==> config.mk <==
export PLATFORM = sky130hd
export DESIGN_NAME = shop_tokenizer
export DESIGN_NICKNAME = d
export VERILOG_FILES = /design/src/rtl/shop_pkg.sv /design/src/rtl/shop_dec_acc.sv /design/src/rtl/shop_tokenizer.sv
export SDC_FILE = /design/constraint.sdc
export NUM_CORES = 1
export LEC_CHECK = 0
export ABC_CLOCK_PERIOD_IN_PS = 5400
export CORE_UTILIZATION = 50
export CTS_BUF_LIST = sky130_fd_sc_hd__clkbuf_16
export DETAILED_ROUTE_END_ITERATION = 12
export GPL_TIMING_DRIVEN = 0
export PLACE_DENSITY = 0.78
export SYNTH_ARGS = -nofsm -noshare
export SYNTH_HDL_FRONTEND = slang
export SYNTH_SLANG_ARGS = --single-unit
==> constraint.sdc <==
create_clock -name i_clk -period 5.4 [get_ports i_clk]
set_input_delay 0.81 -clock i_clk [delete_from_list [all_inputs] [get_ports i_clk]]
set_output_delay 0.81 -clock i_clk [all_outputs]
set_load 0.01 [all_outputs]
==> src/rtl/shop_pkg.sv <==
// Shared definitions for the shop tokenizer and the command FSM.
// Holds ASCII constants, tokenizer states, default widths and char classes.
package shop_pkg;

  localparam int DEF_NUM_ASCII_CHARS = 7;
  localparam int DEF_U_NUM_BITS      = 4;

  localparam logic [7:0] CHAR_SPACE = 8'h20;
  localparam logic [7:0] CHAR_CR    = 8'h0D;
  localparam logic [7:0] CHAR_LF    = 8'h0A;
  localparam logic [7:0] CHAR_BS    = 8'h08;
  localparam logic [7:0] CHAR_DEL   = 8'h7F;

  typedef enum logic [1:0] {
    IDLE,
    ACCUM,
    EMIT,
    DRAIN
  } tok_state_t;

  function automatic logic is_delim(logic [7:0] c);
    return (c == CHAR_SPACE) || (c == CHAR_CR) || (c == CHAR_LF);
  endfunction

  function automatic logic is_print(logic [7:0] c);
    return (c >= 8'h21) && (c <= 8'h7E);
  endfunction

  function automatic logic is_digit(logic [7:0] c);
    return (c >= 8'h30) && (c <= 8'h39);
  endfunction

  function automatic logic is_bksp(logic [7:0] c);
    return (c == CHAR_BS) || (c == CHAR_DEL);
  endfunction

endpackage

==> src/rtl/shop_dec_acc.sv <==
// Digit flag / decimal accumulator with a sticky too_big flag.
// Ports: i_clk, i_reset, clr, load (first char), step (next char), ch;
// with SHOP_TOKENIZER_BACKSPACE_EN also recalc, word, len (rebuild
// from the packed word). Outputs value and valid.
module shop_dec_acc
  import shop_pkg::*;
#(
  parameter int N = DEF_NUM_ASCII_CHARS,
  parameter int U = DEF_U_NUM_BITS
) (
  input  logic                   i_clk,
  input  logic                   i_reset,
  input  logic                   clr,
  input  logic                   load,
  input  logic                   step,
  input  logic [7:0]             ch,
`ifdef SHOP_TOKENIZER_BACKSPACE_EN
  input  logic                   recalc,
  input  logic [N*8-1:0]         word,
  input  logic [$clog2(N+1)-1:0] len,
`endif
  output logic [U-1:0]           value,
  output logic                   valid
);

  localparam int W = U + 5;
  localparam logic [W-1:0] MAXV = W'((2 ** U) - 1);

  typedef struct packed {
    logic [U:0] acc;
    logic       dg;
    logic       tb;
  } num_t;

  localparam num_t ZERO  = '{acc: '0, dg: 1'b0, tb: 1'b0};
  localparam num_t FIRST = '{acc: '0, dg: 1'b1, tb: 1'b0};

  // Once too_big is set the value is frozen; only the digit flag moves.
  function automatic num_t num_step(num_t s, logic [7:0] c);
    num_t         r;
    logic [W-1:0] p;
    r = s;
    p = W'(s.acc) * W'(10) + W'(c[3:0]);
    if (!is_digit(c)) begin
      r.dg = 1'b0;
    end else if (!s.tb) begin
      r.acc = p[U:0];
      r.tb  = (p > MAXV);
    end
    return r;
  endfunction

`ifdef SHOP_TOKENIZER_BACKSPACE_EN
  // Replays the surviving chars, oldest (leftmost) first.
  function automatic num_t num_rebuild(
    logic [N*8-1:0] w,
    logic [$clog2(N+1)-1:0] n
  );
    num_t r;
    r = FIRST;
    for (int i = N - 1; i >= 0; i--) begin
      if (i < int'(n)) r = num_step(r, w[i*8 +: 8]);
    end
    return r;
  endfunction
`endif

  num_t cur;
  num_t nxt;

  always_comb begin
    nxt = cur;
    if (clr) begin
      nxt = ZERO;
    end else if (load) begin
      nxt = num_step(FIRST, ch);
`ifdef SHOP_TOKENIZER_BACKSPACE_EN
    end else if (recalc) begin
      nxt = num_rebuild(word, len);
`endif
    end else if (step) begin
      nxt = num_step(cur, ch);
    end
  end

  always_ff @(posedge i_clk or posedge i_reset) begin
    if (i_reset) cur <= ZERO;
    else         cur <= nxt;
  end

  assign valid = cur.dg & ~cur.tb;
  assign value = valid ? cur.acc[U-1:0] : '0;

endmodule

==> src/rtl/shop_tokenizer.sv <==
// Byte-serial ASCII tokenizer feeding the shop command FSM.
// In: i_clk, i_reset, i_valid, i_char. Out: o_ready, o_rdy, o_a, o_u,
// o_u_valid, o_err_overflow. Macro SHOP_TOKENIZER_BACKSPACE_EN adds
// backspace (0x08/0x7F) editing.
module shop_tokenizer
  import shop_pkg::*;
#(
  parameter int NUM_ASCII_CHARS = DEF_NUM_ASCII_CHARS,
  parameter int A_NUM_BITS      = NUM_ASCII_CHARS * 8,
  parameter int U_NUM_BITS      = DEF_U_NUM_BITS
) (
  input  logic                  i_clk,
  input  logic                  i_reset,
  input  logic                  i_valid,
  output logic                  o_ready,
  input  logic [7:0]            i_char,
  output logic                  o_rdy,
  output logic [A_NUM_BITS-1:0] o_a,
  output logic [U_NUM_BITS-1:0] o_u,
  output logic                  o_u_valid,
  output logic                  o_err_overflow
);

  localparam int CW = $clog2(NUM_ASCII_CHARS + 1);

  tok_state_t            state, state_n;
  logic [A_NUM_BITS-1:0] word, word_n;
  logic [CW-1:0]         cnt, cnt_n;
  logic                  ovf, ovf_n;
  logic                  clr, load, step;
  logic                  xfer, prt, dlm;
  logic [U_NUM_BITS-1:0] acc_val;
  logic                  acc_ok;
`ifdef SHOP_TOKENIZER_BACKSPACE_EN
  logic                  recalc;
  logic                  bsp;
  assign bsp = is_bksp(i_char);
`endif

  assign o_ready = (state != EMIT);
  assign xfer    = i_valid & o_ready;
  assign prt     = is_print(i_char);
  assign dlm     = is_delim(i_char);

  always_comb begin
    state_n = state;
    word_n  = word;
    cnt_n   = cnt;
    ovf_n   = ovf;
    clr     = 1'b0;
    load    = 1'b0;
    step    = 1'b0;
`ifdef SHOP_TOKENIZER_BACKSPACE_EN
    recalc  = 1'b0;
`endif
    case (state)
      IDLE: begin
        if (xfer && prt) begin
          word_n  = A_NUM_BITS'(i_char);
          cnt_n   = CW'(1);
          load    = 1'b1;
          ovf_n   = 1'b0;
          state_n = ACCUM;
        end
      end
      ACCUM: begin
        if (xfer) begin
          unique case (1'b1)
            prt: begin
              if (cnt == CW'(NUM_ASCII_CHARS)) begin
                ovf_n   = 1'b1;
                state_n = DRAIN;
              end else begin
                word_n = {word[A_NUM_BITS-9:0], i_char};
                cnt_n  = cnt + CW'(1);
                step   = 1'b1;
              end
            end
            dlm: state_n = EMIT;
`ifdef SHOP_TOKENIZER_BACKSPACE_EN
            bsp: begin
              if (cnt > CW'(1)) begin
                word_n = word >> 8;
                cnt_n  = cnt - CW'(1);
                recalc = 1'b1;
              end else begin
                state_n = IDLE;
              end
            end
`endif
            default: ;
          endcase
        end
      end
      EMIT: begin
        clr     = 1'b1;
        ovf_n   = 1'b0;
        state_n = IDLE;
      end
      DRAIN: begin
        if (xfer && dlm) state_n = EMIT;
      end
      default: state_n = IDLE;
    endcase
  end

  shop_dec_acc #(
    .N (NUM_ASCII_CHARS),
    .U (U_NUM_BITS)
  ) u_acc (
    .i_clk   (i_clk),
    .i_reset (i_reset),
    .clr     (clr),
    .load    (load),
    .step    (step),
    .ch      (i_char),
`ifdef SHOP_TOKENIZER_BACKSPACE_EN
    .recalc  (recalc),
    .word    (word_n),
    .len     (cnt_n),
`endif
    .value   (acc_val),
    .valid   (acc_ok)
  );

  always_ff @(posedge i_clk or posedge i_reset) begin
    if (i_reset) begin
      state <= IDLE;
      word  <= '0;
      cnt   <= '0;
      ovf   <= 1'b0;
    end else begin
      state <= state_n;
      word  <= word_n;
      cnt   <= cnt_n;
      ovf   <= ovf_n;
    end
  end

  // An overflowed token reuses the EMIT slot but leaves o_a/o_u alone.
  always_ff @(posedge i_clk or posedge i_reset) begin
    if (i_reset) begin
      o_rdy          <= 1'b0;
      o_err_overflow <= 1'b0;
      o_a            <= '0;
      o_u            <= '0;
      o_u_valid      <= 1'b0;
    end else begin
      o_rdy          <= 1'b0;
      o_err_overflow <= 1'b0;
      if (state == EMIT) begin
        if (ovf) begin
          o_err_overflow <= 1'b1;
        end else begin
          o_rdy     <= 1'b1;
          o_a       <= word;
          o_u       <= acc_val;
          o_u_valid <= acc_ok;
        end
      end
    end
  end

endmodule

## After elaboration in Yosys (flattened, before gate mapping)

Cells that the tools add are included.

- Equality and inequality tests: 18
- Reductions and logical operators: 18
- Mux-type cells: 44
- Bitwise operators: 4
- Order comparisons: 6
- Add/sub/neg operators: 2
- Multipliers: 1
- Shift-type cells: 0
- Divide/modulo/power cells: 0

Operators with widths:

| operator | number |
|---|---|
| $mux 56 | 4 |
| $pmux 56 s2 | 1 |
| $mux 7 | 3 |
| $mux 1 | 20 |
| $eq 8x4->1 const B | 2 |
| $ge 8x6->1 const B | 2 |
| $reduce_and 5->1 | 3 |
| $ne 2x2->1 const B | 7 |
| $mux 3 | 4 |
| $ne 3x3->1 const B | 4 |
| $mux 5 | 2 |
| $add 9x4->9 | 1 |
| $gt 9x4->1 const B | 1 |
| $reduce_bool 3->1 | 3 |
| $eq 8x6->1 const B | 1 |
| $le 8x6->1 const B | 1 |
| $le 8x7->1 const B | 1 |
| $mul 5x3->8 const B | 1 |
| $mux 2 | 4 |
| $mux 4 | 2 |
| $pmux 2 s4 | 1 |
| $pmux 3 s2 | 1 |
| $reduce_and 2->1 | 3 |
| $eq 2x2->1 const B | 2 |
| 13 further kinds | 19 |

- Memory bits (read-only): 0
- Output and inout port bits: 64
- Memories: 0
- Bits of input ports: 11
- Register bits after elaboration: 132
- Bits in writable memories: 0
- Bits in latches: 0

## Depth between registers and ports, before layout

- Depth after elaboration: 8
- Mapped depth: 8

## By module

Synthesis repeated with hierarchy kept, for this count alone.

- Cells, all modules: 465
- Area, all modules: 5805.6 sq um

Modules (own cells, without submodules):

| module | cells each | sequential area each (sq um) | instances | area an instance (sq um) |
|---|---|---|---|---|
| shop_tokenizer | 402 | 3128.0 | 1 | 5156.2 |
| shop_dec_acc | 63 | 175.2 | 1 | 649.4 |

## Worst setup path after synthesis

OpenSTA, ideal clock, no wires.

- Path kind: input port to flip-flop
- From: input i_char[1]
- To: register u_acc.cur[0] (netlist name)
- Stages on the path: 6
- Arrival time: 1.943 ns
- Library setup time: 0.121 ns
- Setup slack: 3.336 ns
- Path buffers: 0
- Path through: ha_1 fa_1 nand2b_1 mux2i_1 a31oi_1 a22o_1

- Longest elaborated chain between the ends: 7
- Elaborated cells on any way between the ends: 24

Ends and longest elaborated chain:

| item | line | source |
|---|---|---|
| start, declared | shop_tokenizer.sv:16 | `input logic [7:0] i_char,` |
| $add 9x4->9, or another cell as far along | shop_dec_acc.sv:43 | `p = W'(s.acc) * W'(10) + W'(c[3:0]);` |
| $gt 9x4->1 / $logic_and 1x1->1 (equally long branches) | shop_dec_acc.sv:48, shop_pkg.sv:26 |  |
| $mux 1, or another cell as far along | shop_dec_acc.sv:46 | `end else if (!s.tb) begin` |
| $mux 1 (on tied branches) | shop_dec_acc.sv:44, shop_tokenizer.sv:58, shop_tokenizer.sv:67 |  |
| $mux 7 / $mux 1 (equally long branches) | shop_dec_acc.sv:81, shop_tokenizer.sv:56 |  |
| $mux 7 / $reduce_bool 3->1 (equally long branches) | -- |  |
| $mux 7 / $reduce_and 2->1 (equally long branches) | -- |  |
| end signal, assigned | shop_dec_acc.sv:88 | `else cur <= nxt;` |
| end, declared | shop_dec_acc.sv:68 | `num_t cur;` |

Several ways; a longest one is shown, not always the timed one. The select of a mux whose other input is x is not followed.
A chain may end at the register's enable or synchronous reset.

## Final worst setup path

- From: input i_char[2]
- To: register word[41]

- Longest elaborated chain between the ends: 5
- Elaborated cells on any way between the ends: 7

Ends and longest elaborated chain:

| item | line | source |
|---|---|---|
| $ge 8x6->1 / $le 8x7->1 (equally long branches) | shop_pkg.sv:26 | `return (c >= 8'h21) && (c <= 8'h7E);` |
| $logic_and 1x1->1 * | shop_pkg.sv:26 |  |
| $logic_and 1x1->1 | shop_tokenizer.sv:58 | `if (xfer && prt) begin` |
| $ne 2x2->1 (no line) | -- |  |
| $reduce_and 5->1 (no line) * | -- |  |
| end signal, assigned | shop_tokenizer.sv:134 | `word <= word_n;` |
| end, declared | shop_tokenizer.sv:27 | `logic [A_NUM_BITS-1:0] word, word_n;` |

Every way passes the cells marked *; elsewhere a longest branch is shown, timed or not.

==> load_flow_metrics.sql <==
INSERT INTO impl_metrics (metric_group, metric, value, unit) VALUES
('synth', 'synthCells', '495', ''),
('setup_path', 'cp_top_family', 'buffers and inverters', ''),
('synth', 'syn-cell-area', '5590', 'um^2'),
('synth', 'yosys-top-cells-count', '132 x dfrtp_1, 130 x nand2_1, 59 x nand3_1, 56 x mux2_2, 17 x buf_2', ''),
('setup_path', 'critPathCaptureType', 'flip-flop', ''),
('cells_and_area', 'post-route-cell-area', '7110', 'um^2'),
('sta', 'relSlewSlack', '64.2', '%'),
('clock_tree', 'cts.repair_timing.setup_buffer_count', '0', ''),
('route', 'totalWireLength', '12100', 'um'),
('worst_hold_path', 'min-delay-start', 'word[53]$_DFFE_PP0P_', ''),
('setup_path', 'required', '5690', 'ps'),
('floorplanning', 'initial_cell_density_of_the_core', '51.5', '%'),
('run', 'cap_viol_max_count', '0', ''),
('cells_and_area', 'synthesis_to_layout_area_growth', '27.2', '%'),
('synth', 'fraction_of_synthesis_flops_using_an_asynchronous_set_or_reset_pin', '100', '%'),
('power_and_ir_drop', 'totalPowerFinal', '3.40', 'mW'),
('synth', 'ys.warnings.count', '0', ''),
('setup_path', 'worstPathCellList', 'clkdlybuf4s50_1, nor4_2, a211oi_2, nand4_1, buf_2, buf_2, nand2_1, nand2_1', ''),
('clock_tree', 'path_clk_slew', '50', 'ps'),
('global_route', 'grt_overflow_total', '0', ''),
('global_route', 'first_global_vias', '4170', ''),
('sta', 'final-hold-violation-count', '0', ''),
('power_and_ir_drop', 'vdd_drop_max', '0.251', 'mV'),
('floorplanning', 'die_ar', '11600', 'um^2'),
('global_route', 'maximum_number_of_pins_on_one_net_before_global_route_repair', '79', ''),
('status', 'status', 'complete, no violations', ''),
('synth', 'synth_area_leader_cell', 'dfrtp_1', ''),
('clock_tree', 'tritoncts', 'done', ''),
('setup_path', 'setup.worst_path.class', 'input pin to flip-flop', ''),
('place', 'detailed_place.area', '6540', 'um^2'),
('cells_and_area', 'fillers', '837', ''),
('setup_path', 'timing.rr.end', 'u_acc.cur[0]$_DFFE_PP0P_', ''),
('synth', 'synth_top_area_share', '59.1', '%'),
('place', 'gp_congestion', '0.870', ''),
('place', 'port-buffer-count', '74', ''),
('route', 'drt_iter0_markers', '190', ''),
('clock_tree', 'postCtsHoldBufs', '0', ''),
('worst_hold_path', 'worstHoldEndpoint', 'word[53]$_DFFE_PP0P_', ''),
('synth', 'yosys.cell_types.count', '46', ''),
('place', 'number_of_instances_in_the_placed_design', '710', ''),
('route', 'drc', '0', ''),
('sta', 'final_setup_viols', '0', ''),
('cells_and_area', 'antenna_cells', '0', ''),
('floorplanning', 'i_o_pin_count', '75', ''),
('setup_path', 'reg2reg_depth', '6', ''),
('global_route', 'antenna_violations_before_repair', '0', ''),
('floorplanning', 'placeableCoreArea', '10800', 'um^2'),
('power_and_ir_drop', 'power_leakage', '3.58', 'nW'),
('setup_path', 'max_stage_delay', '720', 'ps'),
('route', 'total_vias_in_the_final_route', '4063', ''),
('synth', 'synth_sequential_area_ratio', '59.1', '%'),
('worst_hold_path', 'worst_hold_path_type', 'flip-flop to flip-flop', ''),
('route', 'antenna_left', '0', ''),
('cells_and_area', 'number_of_nets_in_the_final_layout', '613', ''),
('clock_tree', 'insertion_delay', '410', 'ps'),
('clock_tree', 'cts.sink_count', '132', ''),
('clock_tree', 'htreeDepth', '4', ''),
('cells_and_area', 'footprint_of_the_multi_input_gates', '2120', 'um^2'),
('global_route', 'grt.total_usage', '23.4', '%'),
('clock_tree', 'maximum_clock_path_buffer_count', '2', ''),
('floorplanning', 'fp.dieH', '108', 'um'),
('setup_path', 'wp_buf_inv', '3', ''),
('cells_and_area', 'ff_latch_area', '3300', 'um^2'),
('synth', 'synth-edff-count', '0', ''),
('global_route', 'grt_pass1_wl', '20700', 'um'),
('sta', 'setup_tns_after_final_layout', '0', 'ps'),
('setup_path', 'startpoint', 'i_char[2]', ''),
('clock_tree', 'cts.root.buffer_cell', 'clkbuf_16', ''),
('sta', 'rsz0062_at_grt', 'false', ''),
('setup_path', 'critical_path.reg2reg.startpoint', 'u_acc.cur[3]$_DFFE_PP0P_', ''),
('sta', 'tightestPinTransition', '536', 'ps');
sequential cells by signal (all words and copies together) (netlist names):
register / flops
cnt: 3
o_a: 56
o_err_overflow: 1
o_rdy: 1
o_u: 4
o_u_valid: 1
ovf: 1
state: 2
u_acc.cur: 7
word: 56
worst register-to-register path, stage by stage, from the launching register on:
cell     delay (ps)
dfrtp_1         460
ha_1            330
ha_1            230
fa_1            430
nor4_1          180
a31oi_1         140
a22o_1          190
area by class of cell:
cell class                 count  area share (%)
timing repair buffer          75            10.8
sequential                   132            46.5
clock inverter                14            2.08
tap                          140            2.46
clock buffer                  17            5.98
inverter                       8           0.493
multi-input combinational    328            29.9
buffer                        27            1.83
per-layer routing:
layer | global-route usage (%) | share of wire (%) | up-vias
li1 | - | - | 1902
met2 | 37.8 | 50 | 127
met3 | 6.42 | 5.2 | 25
met5 | 0 | 0 | -
met1 | 29.7 | 42 | 2009
met4 | 9.88 | 2.0 | 0
placed cells by master, fill, tap and decap left out, types with 4 or more instances in the layout:
| cell | n |
|---|---|
| buf_2 | 17 |
| nor2_1 | 4 |
| dfrtp_1 | 132 |
| a21o_1 | 6 |
| inv_1 | 9 |
| ha_1 | 11 |
| nand2_1 | 130 |
| clkbuf_1 | 5 |
| mux2_2 | 56 |
| clkdlybuf4s50_1 | 74 |
| o21ai_0 | 5 |
| a21oi_1 | 12 |
| nand3_1 | 59 |
| clkinv_2 | 5 |
| nand4_1 | 5 |
| clkbuf_16 | 17 |
cells by family after synthesis:
| group | Yosys count | share of synthesized area (%) |
|---|---|---|
| AND/OR/NAND/NOR | 214 | 17.5 |
| buffers and inverters | 35 | 2.87 |
| flip-flops | 132 | 59.1 |
| adder cells (fa/ha/maj) | 13 | 3.18 |
| multiplexers | 59 | 11.8 |
| AO/OA/AOI/OAI | 40 | 5.17 |
| XOR/XNOR | 2 | 0.314 |
power by group:
| part | internal (mW) | leakage [nW] | switching [mW] |
|---|---|---|---|
| Clock | 0.712 | 0.297 | 0.407 |
| Combinational | 0.371 | 1.49 | 0.441 |
| Sequential | 1.25 | 1.79 | 0.221 |
worst max-delay path by stage:
stage | end | slack [ps]
2_1_floorplan | cnt[0]$_DFFE_PP0P_ | 1060
3_3_place_gp | o_a[14]$_DFFE_PP0P_ | -560
3_5_place_dp | word[46]$_DFFE_PP0P_ | 2380
4_1_cts | word[41]$_DFFE_PP0P_ | 2770
5_1_grt | word[55]$_DFFE_PP0P_ | 2540
6_report | word[41]$_DFFE_PP0P_ | 2720
per-stage QoR:
stage                     hold WS, ps  setup slack [ps]
after CTS                         474              2770
after detailed placement          462              2380
after floorplan                   433              1060
after global routing              495              2540
final                             470              2720
after global placement            445              -556
Note: power is estimated with default switching activity, not from simulation.
